## config.mk

```make
export PLATFORM = sky130hd
export DESIGN_NAME = int_to_fp_seq_flat
export DESIGN_NICKNAME = d
export VERILOG_FILES = /design/src/rtl/int_to_fp_seq_if.sv /design/src/rtl/int_to_fp_seq.sv /design/src/flat_wrapper.sv
export SDC_FILE = /design/constraint.sdc
export NUM_CORES = 1
export LEC_CHECK = 0
export CAP_MARGIN = 10
export CORE_UTILIZATION = 50
export CTS_BUF_LIST = sky130_fd_sc_hd__clkbuf_8
export CTS_CLUSTER_DIAMETER = 120
export DETAILED_ROUTE_END_ITERATION = 10
export PLACE_DENSITY_LB_ADDON = 0.05
export SLEW_MARGIN = 20
export SYNTH_ARGS = -nofsm -noshare
export SYNTH_HDL_FRONTEND = slang
export SYNTH_SLANG_ARGS = --single-unit
```

## constraint.sdc

```tcl
create_clock -name clk -period 4.55 [get_ports clk]
set_clock_uncertainty 0.1 [all_clocks]
set_input_delay 1.365 -clock clk [delete_from_list [all_inputs] [get_ports clk]]
set_output_delay 1.365 -clock clk [all_outputs]
set_load 0.02 [all_outputs]
```

## src/rtl/int_to_fp_seq_if.sv

```systemverilog
`default_nettype none
// ============================================================================
// int_to_fp_seq_if : operand/result handshake bundle for int_to_fp_seq
// Rev 1.0
// ============================================================================
interface int_to_fp_seq_if;
  logic        in_valid;
  logic        in_ready;
  logic [31:0] INPUT;
  logic        SP_DP;
  logic        Signed_Unsigned;
  logic [2:0]  Rounding_Mode;
  logic        out_valid;
  logic        out_ready;
  logic [63:0] OUTPUT;
  logic        INEXACT;

  modport master (
    output in_valid, INPUT, SP_DP, Signed_Unsigned, Rounding_Mode, out_ready,
    input  in_ready, out_valid, OUTPUT, INEXACT
  );

  modport slave (
    input  in_valid, INPUT, SP_DP, Signed_Unsigned, Rounding_Mode, out_ready,
    output in_ready, out_valid, OUTPUT, INEXACT
  );
endinterface
`default_nettype wire

```

## src/rtl/int_to_fp_seq.sv

```systemverilog
`default_nettype none
// ============================================================================
// int_to_fp_seq : iterative 32-bit integer to IEEE-754 single/double converter
//                 (fcvt.s.w/wu, fcvt.d.w/wu). FAST_NORM_EN selects one-cycle
//                 normalisation via a priority encoder.
// Rev 1.0
// ============================================================================
module int_to_fp_seq #(
  parameter int BIAS_SP = 127,
  parameter int BIAS_DP = 1023
) (
  input  wire              clk,
  input  wire              rst_n,
  int_to_fp_seq_if.slave   bus
);

  typedef enum logic [2:0] {
    S_IDLE  = 3'd0,
    S_ABS   = 3'd1,
    S_NORM  = 3'd2,
    S_ROUND = 3'd3,
    S_DONE  = 3'd4
  } state_t;

  state_t      state_q, state_d;
  logic [31:0] mag_q, mag_d;
  logic [4:0]  exp_q, exp_d;
  logic        sign_q, sign_d;
  logic        dp_q, dp_d;
  logic [2:0]  rm_q, rm_d;
  logic [63:0] out_q, out_d;
  logic        inexact_q, inexact_d;
  logic        out_valid_q, out_valid_d;

  logic        w_l, w_g, w_r, w_s, w_inc;
  logic [24:0] w_sum;
  logic [7:0]  w_sp_exp;
  logic [10:0] w_dp_exp;
  logic [31:0] w_sp_res;
  logic [63:0] w_dp_res;
`ifdef FAST_NORM_EN
  logic [4:0]  w_lz;
`endif

  assign bus.in_ready  = (state_q == S_IDLE) && rst_n;
  assign bus.out_valid = out_valid_q;
  assign bus.OUTPUT    = out_q;
  assign bus.INEXACT   = inexact_q;

  always_comb begin
    w_l = mag_q[8];
    w_g = mag_q[7];
    w_r = mag_q[6];
    w_s = |mag_q[5:0];
    case (rm_q)
      3'b000:  w_inc = w_g & (w_l | w_r | w_s);
      3'b010:  w_inc = sign_q & (w_g | w_r | w_s);
      3'b011:  w_inc = ~sign_q & (w_g | w_r | w_s);
      3'b100:  w_inc = w_g;
      default: w_inc = 1'b0;
    endcase
    w_sum    = {1'b0, mag_q[31:8]} + {24'd0, w_inc};
    // A carry out of the 24-bit significand leaves an all-zero fraction.
    w_sp_exp = 8'(BIAS_SP) + {3'd0, exp_q} + {7'd0, w_sum[24]};
    w_sp_res = {sign_q, w_sp_exp, (w_sum[24] ? 23'd0 : w_sum[22:0])};
    w_dp_exp = 11'(BIAS_DP) + {6'd0, exp_q};
    w_dp_res = {sign_q, w_dp_exp, mag_q[30:0], 21'd0};
  end

`ifdef FAST_NORM_EN
  always_comb begin
    w_lz = 5'd0;
    for (int i = 0; i < 32; i++) begin
      if (mag_q[i]) w_lz = 5'(31 - i);
    end
  end
`endif

  always_comb begin
    state_d     = state_q;
    mag_d       = mag_q;
    exp_d       = exp_q;
    sign_d      = sign_q;
    dp_d        = dp_q;
    rm_d        = rm_q;
    out_d       = out_q;
    inexact_d   = inexact_q;
    out_valid_d = out_valid_q;
    case (state_q)
      S_IDLE: begin
        if (bus.in_valid) begin
          mag_d   = bus.INPUT;
          sign_d  = ~bus.Signed_Unsigned & bus.INPUT[31];
          dp_d    = bus.SP_DP;
          rm_d    = bus.Rounding_Mode;
          state_d = S_ABS;
        end
      end
      S_ABS: begin
        mag_d   = sign_q ? (~mag_q + 32'd1) : mag_q;
        exp_d   = 5'd31;
        // Zero skips normalisation; ROUND turns it into +0.
        state_d = (mag_d == 32'd0) ? S_ROUND : S_NORM;
      end
      S_NORM: begin
`ifdef FAST_NORM_EN
        mag_d   = mag_q << w_lz;
        exp_d   = 5'd31 - w_lz;
        state_d = S_ROUND;
`else
        if (mag_q[31]) begin
          state_d = S_ROUND;
        end else begin
          mag_d = {mag_q[30:0], 1'b0};
          exp_d = exp_q - 5'd1;
        end
`endif
      end
      S_ROUND: begin
        if (mag_q == 32'd0) begin
          out_d     = dp_q ? 64'd0 : 64'hFFFF_FFFF_0000_0000;
          inexact_d = 1'b0;
        end else if (dp_q) begin
          out_d     = w_dp_res;
          inexact_d = 1'b0;
        end else begin
          out_d     = {32'hFFFF_FFFF, w_sp_res};
          inexact_d = w_g | w_r | w_s;
        end
        out_valid_d = 1'b1;
        state_d     = S_DONE;
      end
      S_DONE: begin
        if (bus.out_ready) begin
          out_valid_d = 1'b0;
          state_d     = S_IDLE;
        end
      end
      default: state_d = S_IDLE;
    endcase
  end

  always_ff @(posedge clk) begin
    if (!rst_n) begin
      state_q     <= S_IDLE;
      mag_q       <= 32'd0;
      exp_q       <= 5'd0;
      sign_q      <= 1'b0;
      dp_q        <= 1'b0;
      rm_q        <= 3'd0;
      out_q       <= 64'd0;
      inexact_q   <= 1'b0;
      out_valid_q <= 1'b0;
    end else begin
      state_q     <= state_d;
      mag_q       <= mag_d;
      exp_q       <= exp_d;
      sign_q      <= sign_d;
      dp_q        <= dp_d;
      rm_q        <= rm_d;
      out_q       <= out_d;
      inexact_q   <= inexact_d;
      out_valid_q <= out_valid_d;
    end
  end

endmodule
`default_nettype wire

```

## src/flat_wrapper.sv

```systemverilog
// flat-port wrapper written by rule: the top's interface ports become plain ports
module int_to_fp_seq_flat 
#(
  parameter int BIAS_SP = 127,
  parameter int BIAS_DP = 1023
)
  (clk, rst_n, bus_in_valid, bus_INPUT, bus_SP_DP, bus_Signed_Unsigned, bus_Rounding_Mode, bus_out_ready, bus_in_ready, bus_out_valid, bus_OUTPUT, bus_INEXACT);
  int_to_fp_seq_if bus_i ();
  input  wire clk;
  input  wire rst_n;
  input wire logic [$bits(bus_i.in_valid)-1:0] bus_in_valid;
  input wire logic [$bits(bus_i.INPUT)-1:0] bus_INPUT;
  input wire logic [$bits(bus_i.SP_DP)-1:0] bus_SP_DP;
  input wire logic [$bits(bus_i.Signed_Unsigned)-1:0] bus_Signed_Unsigned;
  input wire logic [$bits(bus_i.Rounding_Mode)-1:0] bus_Rounding_Mode;
  input wire logic [$bits(bus_i.out_ready)-1:0] bus_out_ready;
  output wire logic [$bits(bus_i.in_ready)-1:0] bus_in_ready;
  output wire logic [$bits(bus_i.out_valid)-1:0] bus_out_valid;
  output wire logic [$bits(bus_i.OUTPUT)-1:0] bus_OUTPUT;
  output wire logic [$bits(bus_i.INEXACT)-1:0] bus_INEXACT;
  assign bus_i.in_valid = bus_in_valid;
  assign bus_i.INPUT = bus_INPUT;
  assign bus_i.SP_DP = bus_SP_DP;
  assign bus_i.Signed_Unsigned = bus_Signed_Unsigned;
  assign bus_i.Rounding_Mode = bus_Rounding_Mode;
  assign bus_i.out_ready = bus_out_ready;
  assign bus_in_ready = bus_i.in_ready;
  assign bus_out_valid = bus_i.out_valid;
  assign bus_OUTPUT = bus_i.OUTPUT;
  assign bus_INEXACT = bus_i.INEXACT;
  int_to_fp_seq #(.BIAS_SP(BIAS_SP), .BIAS_DP(BIAS_DP)) u_core (.clk(clk), .rst_n(rst_n), .bus(bus_i));
endmodule
```

== Word-level counts from Yosys, hierarchy flattened ==
Index checks and enable logic that the tools add are counted.
Operators by class
  mux-type cells: 20
  bitwise operators: 11
  $add $sub $neg: 6
  magnitude comparators: 0
  reductions and logical operators: 15
  multiply operators: 0
  divide/modulo/power cells: 0
  eq/ne operators: 11
  shifts and indexed selects: 0
Operator list (count)
  $mux 64: 3
  $mux 32: 3
  $pmux 32 s3: 1
  $logic_not 32->1: 2
  $add 32x1->32 const B: 1
  $not 32->32: 1
  $add 24x1->25: 1
  $mux 23: 1
  $pmux 3 s5: 1
  $eq 3x2->1 const B: 4
  $add 10x5->11 const A: 1
  $pmux 5 s2: 1
  $mux 3: 3
  $add 7x5->8 const A: 1
  $add 8x1->8: 1
  $reduce_and 2->1: 4
  $eq 3x3->1 const B: 2
  $logic_not 3->1: 2
  $ne 2x2->1 const B: 3
  $reduce_and 3->1: 2
  $reduce_or 6->1: 1
  $mux 5: 1
  $sub 5x1->5 const B: 1
  $and 1x1->1: 4
  other kinds (10): 18
Word-level totals
  latch bits: 0
  bits in read-only memories: 0
  input port bits: 41
  output and inout bits: 67
  word-level logic and storage cells: 73
  bits in writable memories: 0
  flip-flop bits (word level): 111
  memories: 0

== Longest topological paths before layout ==
  depth in word-level cells: 8
  gate-level depth with buffers: 23
  mapped depth without buffers: 22

== Worst setup path before layout ==
No wires, ideal clock.
  kind: register to register
  start point: reg u_core.mag_q[1]
  end point: reg u_core.out_q[21] (netlist: u_core.bus.OUTPUT[21])
  library setup time: 0.074 ns
  cell stages (with the launch flop): 20
  arrival: 3.980 ns
  path buffers: 2
  clock period less this slack: 4.154 ns
  required time: 4.376 ns
  path slack: 0.396 ns
  cell sequence: dfxtp_1 -> inv_1 -> ha_1 -> or4b_1 -> buf_2 -> nor3_1 -> nor3b_1 -> a21oi_1 -> nor2_1 -> a31o_2 -> ha_1 -> ha_1 -> nand3_1 -> nor3_1 -> and3_1 -> a311oi_1 -> and2_1 -> clkbuf_1 -> nand2_1 -> a31oi_1
Between the ends
  cells in the longest elaborated chain, start to end: 8
  elaborated cells on any way between the ends: 12
  classes of those cells: add/sub (1); mux (4); bitwise (5); reduce/logical (2)
Ends and longest elaborated chain
  start, declared: RTL line int_to_fp_seq.sv:26  | logic [31:0] mag_q, mag_d;
  start signal, assigned: RTL line int_to_fp_seq.sv:156  | mag_q <= mag_d;
  $reduce_or 6->1: RTL line int_to_fp_seq.sv:54  | w_s = |mag_q[5:0];
  $or 1x1->1 (on tied branches): RTL line int_to_fp_seq.sv:57, int_to_fp_seq.sv:58, int_to_fp_seq.sv:56
  $and 1x1->1 (on tied branches): RTL line int_to_fp_seq.sv:58, int_to_fp_seq.sv:56, int_to_fp_seq.sv:57
  $pmux 1 s4: RTL line int_to_fp_seq.sv:55  | case (rm_q)
  $add 24x1->25: RTL line int_to_fp_seq.sv:62  | w_sum = {1'b0, mag_q[31:8]} + {24'd0, w_inc};
  $mux 23: RTL line int_to_fp_seq.sv:65  | w_sp_res = {sign_q, w_sp_exp, (w_sum[24] ? 23'd0 : w_sum[22:0])};
  $mux 64: RTL line int_to_fp_seq.sv:123  | end else if (dp_q) begin
  $mux 64 (*): RTL line int_to_fp_seq.sv:120  | if (mag_q == 32'd0) begin
  end signal, assigned: RTL line int_to_fp_seq.sv:161  | out_q <= out_d;
  end, declared: RTL line int_to_fp_seq.sv:31  | logic [63:0] out_q, out_d;
Mark *: on every way between the ends. The rest lies on a longest branch, timed or not.
A chain may end at the register's enable or synchronous reset.

== Final worst setup path ==
  start point: in rst_n
  end point: out bus_in_ready
Between the ends
  cells in the longest elaborated chain, start to end: 1
Ends and longest elaborated chain
  start, declared: RTL line flat_wrapper.sv:10  | input wire rst_n;
  $logic_and 1x1->1: RTL line int_to_fp_seq.sv:45  | assign bus.in_ready = (state_q == S_IDLE) && rst_n;
  end, declared: RTL line flat_wrapper.sv:17  | output wire logic [$bits(bus_i.in_ready)-1:0] bus_in_ready;
Every way passes these cells.

==> reports/results.tsv <==
metric	value	unit
outcome	finished, final reports clean	
Final Setup Violations	0	
layout cells sized above 1	0.08306	
Final Net Count	972	
library cells used by synthesis	72	
crit-path max FO	3	
cell leakage power	2.763	nW
DIE AREA	13590	µm²
Seq cells post-synth	110	
row count	41	
WHS Path Cells	2	
GRT Overall Usage	0.3324	
type of the worst setup path	primary input to primary output	
vias in the first global route	6515	
Cells after Synth	868	
class of the worst hold path	flop to flop	
sequential cell area fraction in the yosys report	0.3355	
die width	116.6	µm
Synth async-reset ratio	0	
worst slew pin tran	1.070	ns
DR pass1 iterations	6	
initial antenna violation count	0	
Final Hold Fails	0	
RSZ-0062 raised after global routing	false	
post-synthesis net count	917	
Area growth, synth to finish	20.55	%
Clock transition at path regs	0.11	ns
largest net degree at the start of global routing	97	
highest clock rate	0.2332	GHz
1st-iter DRT viols	755	
commonest non-fill, non-tap cells in the layout	nor2_1, dfxtp_1, clkdlybuf4s50_1, a21oi_1, nor3_1	
Worst Hold Launch	u_core.bus.OUTPUT[23]$_SDFFE_PN0P_	
CTS root buffer	clkbuf_8	
Max IR drop VDD	0.1671	mV
Core Box Area	12720	µm²
CP arrival	2.82	ns
routed wire length	22160	µm
FF-to-FF path depth	23	
pwr dens	350.1	nW/µm²
worst setup margin	0.2615	ns
pre-CTS WS	0.1032	ns
placed cell areas	7689	µm²
Crit path required time	3.08	ns
setup bufs post-CTS	0	
Synth warnings	0	
Final period util	0.9425	
CP endpoint kind	primary output	
via count	6932	
post-DR vias/cell	6.308	
TNS Setup	0	ns
post-route ant nets	0	
Layout Cells excl Fill	1099	
Max-Cap Viols	0	
Synth Area per Inst	7.562	µm²
Die Height	116.6	µm
TritonCTS clock tree	done	
Initial Util	0.5159	
PortBufs	107	
reg2reg start	u_core.mag_q[1]$_SDFFE_PN0P_	
first-pass GRT wire length	34800	µm
min Tclk post-route	4.288	ns
Hold Crit Endpoint	u_core.bus.OUTPUT[23]$_SDFFE_PN0P_	
I/O pin count	108	
CTS H-tree depth	3	
most common cell after layout, fill and taps aside	nor2_1	
final hold slack	0.3599	ns
WL/cell	20.16	µm
Final Instance Area	7913	µm²
Final Max Tran Viols	0	
Post-DP HPWL	15240	µm
Slew HR	0.2865	
DP Cell Count	1084	
RR Endpoint	u_core.bus.OUTPUT[27]$_SDFFE_PN0P_	
CP Launch Type	primary input	
Post-Route Utilization	0.6220	
number of flops mapped to enable cells by yosys	0	
Most used DFF post-synth	dfxtp_1	
final weighted congestion in routability-driven placement	0.9333	
R2R Setup Slk	0.36	ns
total power	2.770	mW
Mapped Area	6564	µm²
CTS sink cnt	110	
Post-route DRC	0	
diode count	0	
buffer depth of the longest clock path	2	
number of CTS-inserted buffers	9	
clk_lat worst skew	0.40	ns
grt ovf	0	
-- repair_timing --
item | CTS | global route
endpoints found under the hold margin | 0 | 0
endpoints found under the setup margin | 0 | 24
hold buffers | 0 | 0
resized for setup | 0 | 5
-- how the worst max path moves through the flow --
stage / startpoint / endpoint / cells after the start
3_3_place_gp: rst_n / u_core.state_q[0]$_SDFFE_PN0P_ / 9
3_5_place_dp: rst_n / u_core.state_q[0]$_SDFFE_PN0P_ / 9
4_1_cts: u_core.mag_q[1]$_SDFFE_PN0P_ / u_core.bus.OUTPUT[27]$_SDFFE_PN0P_ / 23
2_1_floorplan: u_core.mag_q[1]$_SDFFE_PN0P_ / u_core.bus.OUTPUT[21]$_SDFFE_PN0P_ / 19
6_report: rst_n / bus_in_ready / 4
5_1_grt: u_core.mag_q[1]$_SDFFE_PN0P_ / u_core.bus.OUTPUT[27]$_SDFFE_PN0P_ / 23
-- state kept, by name (all words and copies together) (netlist names) --
signal	flops
u_core.bus.INEXACT	1
u_core.sign_q	1
u_core.bus.OUTPUT	63
u_core.exp_q	5
u_core.dp_q	1
u_core.bus.out_valid	1
u_core.state_q	3
u_core.mag_q	32
u_core.rm_q	3
-- synth_stat cells (10+ instances only) --
cell type | number | area [µm²]
a21oi_1 | 65 | 325.3
xor2_1 | 13 | 113.9
a22o_1 | 10 | 87.58
a22oi_1 | 27 | 202.7
xnor2_1 | 22 | 192.7
inv_1 | 12 | 45.04
nor4_1 | 13 | 81.33
nand2_1 | 51 | 191.4
nor3b_1 | 23 | 172.7
nor3_1 | 62 | 310.3
nand2b_1 | 12 | 75.07
o21ai_0 | 52 | 260.3
clkbuf_1 | 78 | 292.8
nor2_1 | 123 | 461.7
dfxtp_1 | 110 | 2202
nand3_1 | 21 | 105.1
-- cells by family (layout without fill, tap and decap cells) --
kind of cell    Yosys count  in the layout  synth area share
compound gates          239            239            0.2413
buf+inv                 109            168           0.07567
flops                   110            110            0.3355
fa+ha+maj                 8              8           0.01525
simple gates            361            361            0.2764
mux                       6              6          0.009150
xor+xnor                 35             35           0.04670
-- worst max-delay path, stage by stage --
cell and delay (ns):
clkdlybuf4s50_1 0.49, inv_2 0.05, nor4_1 0.24, clkdlybuf4s50_1 0.67
-- where the power goes --
group	total (mW)	switching, mW	internal [mW]	leakage, nW
Sequential	1.19	0.163	1.03	0.896
Clock	0.610	0.354	0.256	0.0941
Combinational	0.966	0.568	0.398	1.77
-- area by class of cell --
type / instances / area, µm²
fillers: 1158 / 4810
multi-input cells: 649 / 3916
flip-flops and latches: 110 / 2202
repair buffers: 140 / 1331
well taps: 172 / 215.2
clock buffers: 9 / 123.9
clock inverters: 6 / 75.07
inverters: 13 / 48.80
-- per-layer routing --
| metal | global-route usage | wire length, µm | vias up |
|---|---|---|---|
| li1 | - | - | 3245 |
| met3 | 0.04619 | 1610 | 50 |
| met2 | 0.5183 | 10090 | 334 |
| met5 | 0 | 0 | - |
| met1 | 0.4537 | 9796 | 3303 |
| met4 | 0.1544 | 660 | 0 |
(Power assumes the default switching activity.)
